**config.mk**
```make
export PLATFORM = sky130hd
export DESIGN_NAME = simplecpu_loader
export DESIGN_NICKNAME = d
export VERILOG_FILES = /design/src/rtl/simplecpu_pkg.sv /design/src/rtl/loader_run_counter.sv /design/src/rtl/simplecpu_loader.sv
export SDC_FILE = /design/constraint.sdc
export NUM_CORES = 1
export LEC_CHECK = 0
export BUFFER_PORTS_ARGS = -buffer_cell sky130_fd_sc_hd__buf_2
export CORE_ASPECT_RATIO = 0.7
export CORE_MARGIN = 4
export CORE_UTILIZATION = 60
export DETAILED_ROUTE_END_ITERATION = 8
export GPL_TIMING_DRIVEN = 0
export PLACE_DENSITY_LB_ADDON = 0.08
export SYNTH_ARGS = -nofsm -noshare
export SYNTH_HDL_FRONTEND = slang
export SYNTH_HIERARCHICAL = 1
export SYNTH_SLANG_ARGS = --single-unit
```
**constraint.sdc**
```tcl
create_clock -name i_clock -period 5.51 [get_ports i_clock]
set_input_delay 0.2755 -clock i_clock [delete_from_list [all_inputs] [get_ports i_clock]]
set_output_delay 0.2755 -clock i_clock [all_outputs]
set_load 0.02 [all_outputs]
```
**src/rtl/simplecpu_pkg.sv**
```systemverilog
// rtl/simplecpu_pkg.sv - shared constants and types for simplecpu and its program loader
package simplecpu_pkg;

  localparam int RAM_DEPTH = 16;
  localparam int ADDR_W    = 4;
  localparam int DATA_W    = 8;
  localparam int BUDGET_W  = 16;

  localparam logic [DATA_W-1:0] NOP_WORD = 8'h00;

  // Address counter is one bit wider than the RAM address so "all words done" is visible.
  localparam logic [ADDR_W:0] LEN_MAX = RAM_DEPTH[ADDR_W:0];

  typedef enum logic [1:0] {
    ST_IDLE,
    ST_LOAD,
    ST_FILL,
    ST_RUN
  } loader_state_t;

endpackage

```
**src/rtl/loader_run_counter.sv**
```systemverilog
// rtl/loader_run_counter.sv - run-cycle budget counter; a zero budget never expires
module loader_run_counter
  import simplecpu_pkg::*;
(
  input  logic                i_clock,
  input  logic                i_reset,
  input  logic                i_load,
  input  logic [BUDGET_W-1:0] i_budget,
  input  logic                i_en,
  output logic                o_expire
);

  logic [BUDGET_W-1:0] r_budget;
  logic [BUDGET_W-1:0] r_count;

  // Latch the budget and clear the count at sequence start; count enabled run cycles.
  always_ff @(posedge i_clock or posedge i_reset) begin
    if (i_reset) begin
      r_budget <= '0;
      r_count  <= '0;
    end else if (i_load) begin
      r_budget <= i_budget;
      r_count  <= '0;
    end else if (i_en) begin
      r_count <= r_count + 1'b1;
    end
  end

  // Expire on the last budgeted cycle; budget 0 means run until aborted.
  assign o_expire = i_en && (r_budget != '0) && (r_count == r_budget - 1'b1);

endmodule

```
**src/rtl/simplecpu_loader.sv**
```systemverilog
// rtl/simplecpu_loader.sv - loads a byte-stream program into simplecpu RAM, NOP-fills, then runs it
module simplecpu_loader
  import simplecpu_pkg::*;
(
  input  logic                i_clock,
  input  logic                i_reset,
  input  logic                i_start,
  input  logic [ADDR_W:0]     i_len,
  input  logic [BUDGET_W-1:0] i_budget,
  input  logic                i_abort,
  input  logic                i_in_valid,
  input  logic [DATA_W-1:0]   i_in_data,
  output logic                o_in_ready,
  output logic                o_load_ram,
  output logic [ADDR_W-1:0]   o_load_addr,
  output logic [DATA_W-1:0]   o_load_data,
  output logic                o_cpu_reset_n,
  output logic                o_busy,
  output logic                o_done,
  output logic                o_aborted
);

  loader_state_t     r_state;
  logic [ADDR_W:0]   r_len;
  logic [ADDR_W:0]   r_addr;
  logic              r_load_ram;
  logic [ADDR_W-1:0] r_load_addr;
  logic [DATA_W-1:0] r_load_data;
  logic              r_cpu_reset_n;
  logic              r_done;
  logic              r_aborted;

  logic [ADDR_W:0]   w_len_sat;
  logic [ADDR_W:0]   w_addr_next;
  logic              w_cnt_load;
  logic              w_cnt_en;
  logic              w_expire;

  assign w_len_sat   = (i_len > LEN_MAX) ? LEN_MAX : i_len;
  assign w_addr_next = r_addr + 1'b1;

  // The budget counts only cycles in which the CPU is actually out of reset.
  assign w_cnt_load = (r_state == ST_IDLE) && i_start;
  assign w_cnt_en   = (r_state == ST_RUN) && r_cpu_reset_n;

  loader_run_counter u_run_counter (
    .i_clock  (i_clock),
    .i_reset  (i_reset),
    .i_load   (w_cnt_load),
    .i_budget (i_budget),
    .i_en     (w_cnt_en),
    .o_expire (w_expire)
  );

  // Sequencer: abort wins over everything; the first RUN cycle only releases CPU reset,
  // so the release lands one edge after the final write has been presented.
  always_ff @(posedge i_clock or posedge i_reset) begin
    if (i_reset) begin
      r_state       <= ST_IDLE;
      r_len         <= '0;
      r_addr        <= '0;
      r_load_ram    <= 1'b0;
      r_load_addr   <= '0;
      r_load_data   <= '0;
      r_cpu_reset_n <= 1'b0;
      r_done        <= 1'b0;
      r_aborted     <= 1'b0;
    end else begin
      r_load_ram <= 1'b0;
      r_done     <= 1'b0;
      r_aborted  <= 1'b0;
      if (i_abort && (r_state != ST_IDLE)) begin
        r_state       <= ST_IDLE;
        r_cpu_reset_n <= 1'b0;
        r_aborted     <= 1'b1;
      end else begin
        case (r_state)
          ST_IDLE: begin
            r_cpu_reset_n <= 1'b0;
            if (i_start) begin
              r_len   <= w_len_sat;
              r_addr  <= '0;
              r_state <= (w_len_sat == '0) ? ST_FILL : ST_LOAD;
            end
          end
          ST_LOAD: begin
            if (i_in_valid) begin
              r_load_ram  <= 1'b1;
              r_load_addr <= r_addr[ADDR_W-1:0];
              r_load_data <= i_in_data;
              r_addr      <= w_addr_next;
              if (w_addr_next == r_len) begin
                r_state <= (r_len == LEN_MAX) ? ST_RUN : ST_FILL;
              end
            end
          end
          ST_FILL: begin
            r_load_ram  <= 1'b1;
            r_load_addr <= r_addr[ADDR_W-1:0];
            r_load_data <= NOP_WORD;
            r_addr      <= w_addr_next;
            if (w_addr_next == LEN_MAX) begin
              r_state <= ST_RUN;
            end
          end
          ST_RUN: begin
            if (w_expire) begin
              r_cpu_reset_n <= 1'b0;
              r_done        <= 1'b1;
              r_state       <= ST_IDLE;
            end else begin
              r_cpu_reset_n <= 1'b1;
            end
          end
          default: begin
            r_state       <= ST_IDLE;
            r_cpu_reset_n <= 1'b0;
          end
        endcase
      end
    end
  end

  assign o_in_ready    = (r_state == ST_LOAD);
  assign o_busy        = (r_state != ST_IDLE);
  assign o_load_ram    = r_load_ram;
  assign o_load_addr   = r_load_addr;
  assign o_load_data   = r_load_data;
  assign o_cpu_reset_n = r_cpu_reset_n;
  assign o_done        = r_done;
  assign o_aborted     = r_aborted;

endmodule

```
==> flow_metrics.tcl <==
set metrics [dict create \
    dr_wl_met3_um 605 \
    ctsResizeCount 0 \
    dp_cells 476 \
    dr_wl_met2_um 3129 \
    fin_nets 460 \
    area_growth_pct 16.34 \
    post_cts_buffers 0 \
    die-area_um2 6895 \
    grt_first_pass_wirelength_um 12890 \
    cellLeakagePower_nw 1.803 \
    ys_types 49 \
    status "finished clean" \
    gp_congestion 0.8818 \
    ys_seq_elements 60 \
    synthFlopType "dfrtp_1" \
    maxClockFrequency_mhz 277.7 \
    clock_latency_ps 350 \
    skew_ps 9.257 \
    cp_slowest_cell "or4_1" \
    cpMostUsedCell "o2111ai_1" \
    rsz0062_at_grt "no" \
    path_buf_inv 1 \
    design_area_um2 3919 \
    routedLengthMet1_um 3818 \
    grt_pass1_vias 2644 \
    power_density_nw_per_um2 492.3 \
    fin_crit_sh_pct 65.35 \
    grtUsageTotal_pct 23.74 \
    cp-end-kind "flop" \
    root_buffer "clkbuf_8" \
    viasPerCell 5.654 \
    finalMaxSlewViolations 0 \
    n_antenna_cell 0 \
    grt_max_degree 33 \
    drt-wirelength-per-cell_um 15.49 \
    ioPinCount 52 \
    tightest_slew_ps 1014 \
    tns_ps 0 \
    clk_pin_slew_worst_paths_ps 70 \
    peakVddDrop_v 0.0003340 \
    initial_core_util_pct 63.07 \
    synth_edf_count 0 \
    cts_buffers 9 \
    multi_input_area_um2 1749 \
    drc 0 \
    syn_area_um2 3368 \
    setup_viol_count_final 0 \
    fp.dieH_um 70.69 \
    fin_cells 494 \
    die_w_um 97.55 \
    cts_hold_buf 0 \
    max_stage_delay_ps 500 \
    grt-ovfl-total 0 \
    layout_common_cells "dfrtp_1, nand2_1, buf_2" \
    synth.avg_cell_area_um2 9.542 \
    crit_required_ps 5730 \
    wl_um 7652 \
    holdCritPathClass "in -> reg" \
    syn-num-nets 396 \
    worstPathMaxFanout 8 \
    maxCapViolCount 0 \
    drive_gt1_share_pct 22.27 \
    drt_pre_antenna_iters 6 \
    register_area_um2 1501 \
    core_um2 5340 \
    critPathTopFamily "compound AO/OA/AOI/OAI gates" \
    rows 22 \
    ys_warn_count 6 \
    htreeDepth 3 \
    final-hold-violation-count 0 \
    design_power_total_mw 1.929 \
    yosysSeqAreaShare_pct 44.58 \
    netlist_instances 353 \
    clock_path_buffers 2 \
    cts.sinks 60 \
    path_cells "or3_1 -> clkbuf_1 -> or4_1 -> a211oi_1 -> o2111ai_1 -> a2111oi_2 -> nand2b_1 -> o2111ai_1 -> a21oi_1 -> o22ai_2 -> mux2_4" \
    ys_async_sr_fraction_pct 100.0 \
    slew_headroom_pct 32.32 \
    crit_type "reg -> reg" \
    cts_tree "built" \
    hpwl_um 5775 \
    critPathArrivalTime_ps 3830 \
    startpoint_type "flop" \
    period_needed_ps 3601 \
    place_area_um2 3714 \
    vias 2793 \
    dr.first_iter.drc_count 190 \
    highest_layer "met4" \
    io_buffers 51 \
    ant_nets 0 \
    antenna_found_initial 0 \
    n_fill_cell 409 \
    final_common_cell "dfrtp_1" \
]
## layer usage
layer | GRT usage [%] | up-vias
met5 | 0 | -
met3 | 7.488 | 10
li1 | - | 1361
met2 | 31.81 | 126
met4 | 7.988 | 0
met1 | 36.18 | 1296
## synthesized netlist by cell type, types with 4 or more instances
library cell,count,area share (%)
or3_1,7,1.3
o21ai_0,19,2.8
nand4_1,4,0.74
a21oi_1,9,1.3
nand3_1,20,3.0
mux2_2,14,4.7
nand2b_1,8,1.5
nor3_1,6,0.89
ha_1,9,3.3
o31ai_1,7,1.6
xnor2_1,22,5.7
dfrtp_1,60,45
nor2_1,22,2.5
xor2_1,15,3.9
clkbuf_1,10,1.1
or4_1,7,1.6
inv_1,16,1.8
nand2_1,53,5.9
## cells by family (layout without fill, tap and decap cells)
family | count (synthesis) | count (layout) | share of synthesized area, %
simple gates | 149 | 149 | 22.55
flops | 60 | 60 | 44.58
compound gates | 50 | 50 | 9.733
xor+xnor | 38 | 38 | 10.29
buf+inv | 29 | 98 | 3.492
mux | 18 | 18 | 6.018
fa+ha+maj | 9 | 9 | 3.343
## registers in the layout (all words and copies together), names as in the netlist, 2 cells and up
register                count
o_load_addr                 4
o_load_data                 8
r_addr                      5
r_len                       5
r_state                     2
u_run_counter/r_budget     16
u_run_counter/r_count      16
## where the power goes
group	internal [mW]	leakage, nW	switching (mW)
Combinational	0.359	0.941	0.495
Sequential	0.583	0.778	0.158
Clock	0.160	0.0848	0.175
Total	1.10	1.80	0.827
## through the flow
| step | utilization (%) | setup slack, ps | hold slack (ps) |
|---|---|---|---|
| CTS | 72.68 | 1919 | 116.1 |
| finish | 73.38 | 1909 | 130.2 |
| floorplan | - | 2401 | 340.9 |
| global route | 73.38 | 1670 | 123.6 |
| detailed placement | 69.54 | 1953 | 451.0 |
| global placement | 69.54 | 1956 | 444.7 |
## path summary, 6_finish.rpt
check	start	end	slack [ps]	cells past startpoint
max in group asynchronous	i_reset	r_state[1]$_DFFE_PP0P_	4150	3
min reg2reg	o_load_data[4]$_DFFE_PP0P_	o_load_data[4]$_DFFE_PP0P_	460	2
max reg2reg	u_run_counter/r_budget[2]$_DFFE_PP0P_	r_state[1]$_DFFE_PP0P_	1910	11
min	i_budget[8]	u_run_counter/r_budget[8]$_DFFE_PP0P_	130	3
min in group asynchronous	i_reset	u_run_counter/r_budget[11]$_DFFE_PP0P_	450	3
max	u_run_counter/r_budget[2]$_DFFE_PP0P_	r_state[1]$_DFFE_PP0P_	1910	11
## cell type report
type	count	share of cell area (%)
Buffer	13	1.469
Timing Repair Buffer	53	7.471
Clock inverter	7	1.117
Inverter	16	1.533
Clock buffer	9	3.161
Tap cell	72	2.299
Sequential cell	60	38.31
Multi-Input combinational cell	264	44.64
## worst reg2reg max path: stages, from the launching register on
cell and delay (ps):
dfrtp_1 460, or3_1 390, clkbuf_1 210, or4_1 500, a211oi_1 320, o2111ai_1 180, a2111oi_2 430, nand2b_1 240
o2111ai_1 130, a21oi_1 180, o22ai_2 140, mux2_4 310
(Power assumes the default switching activity.)
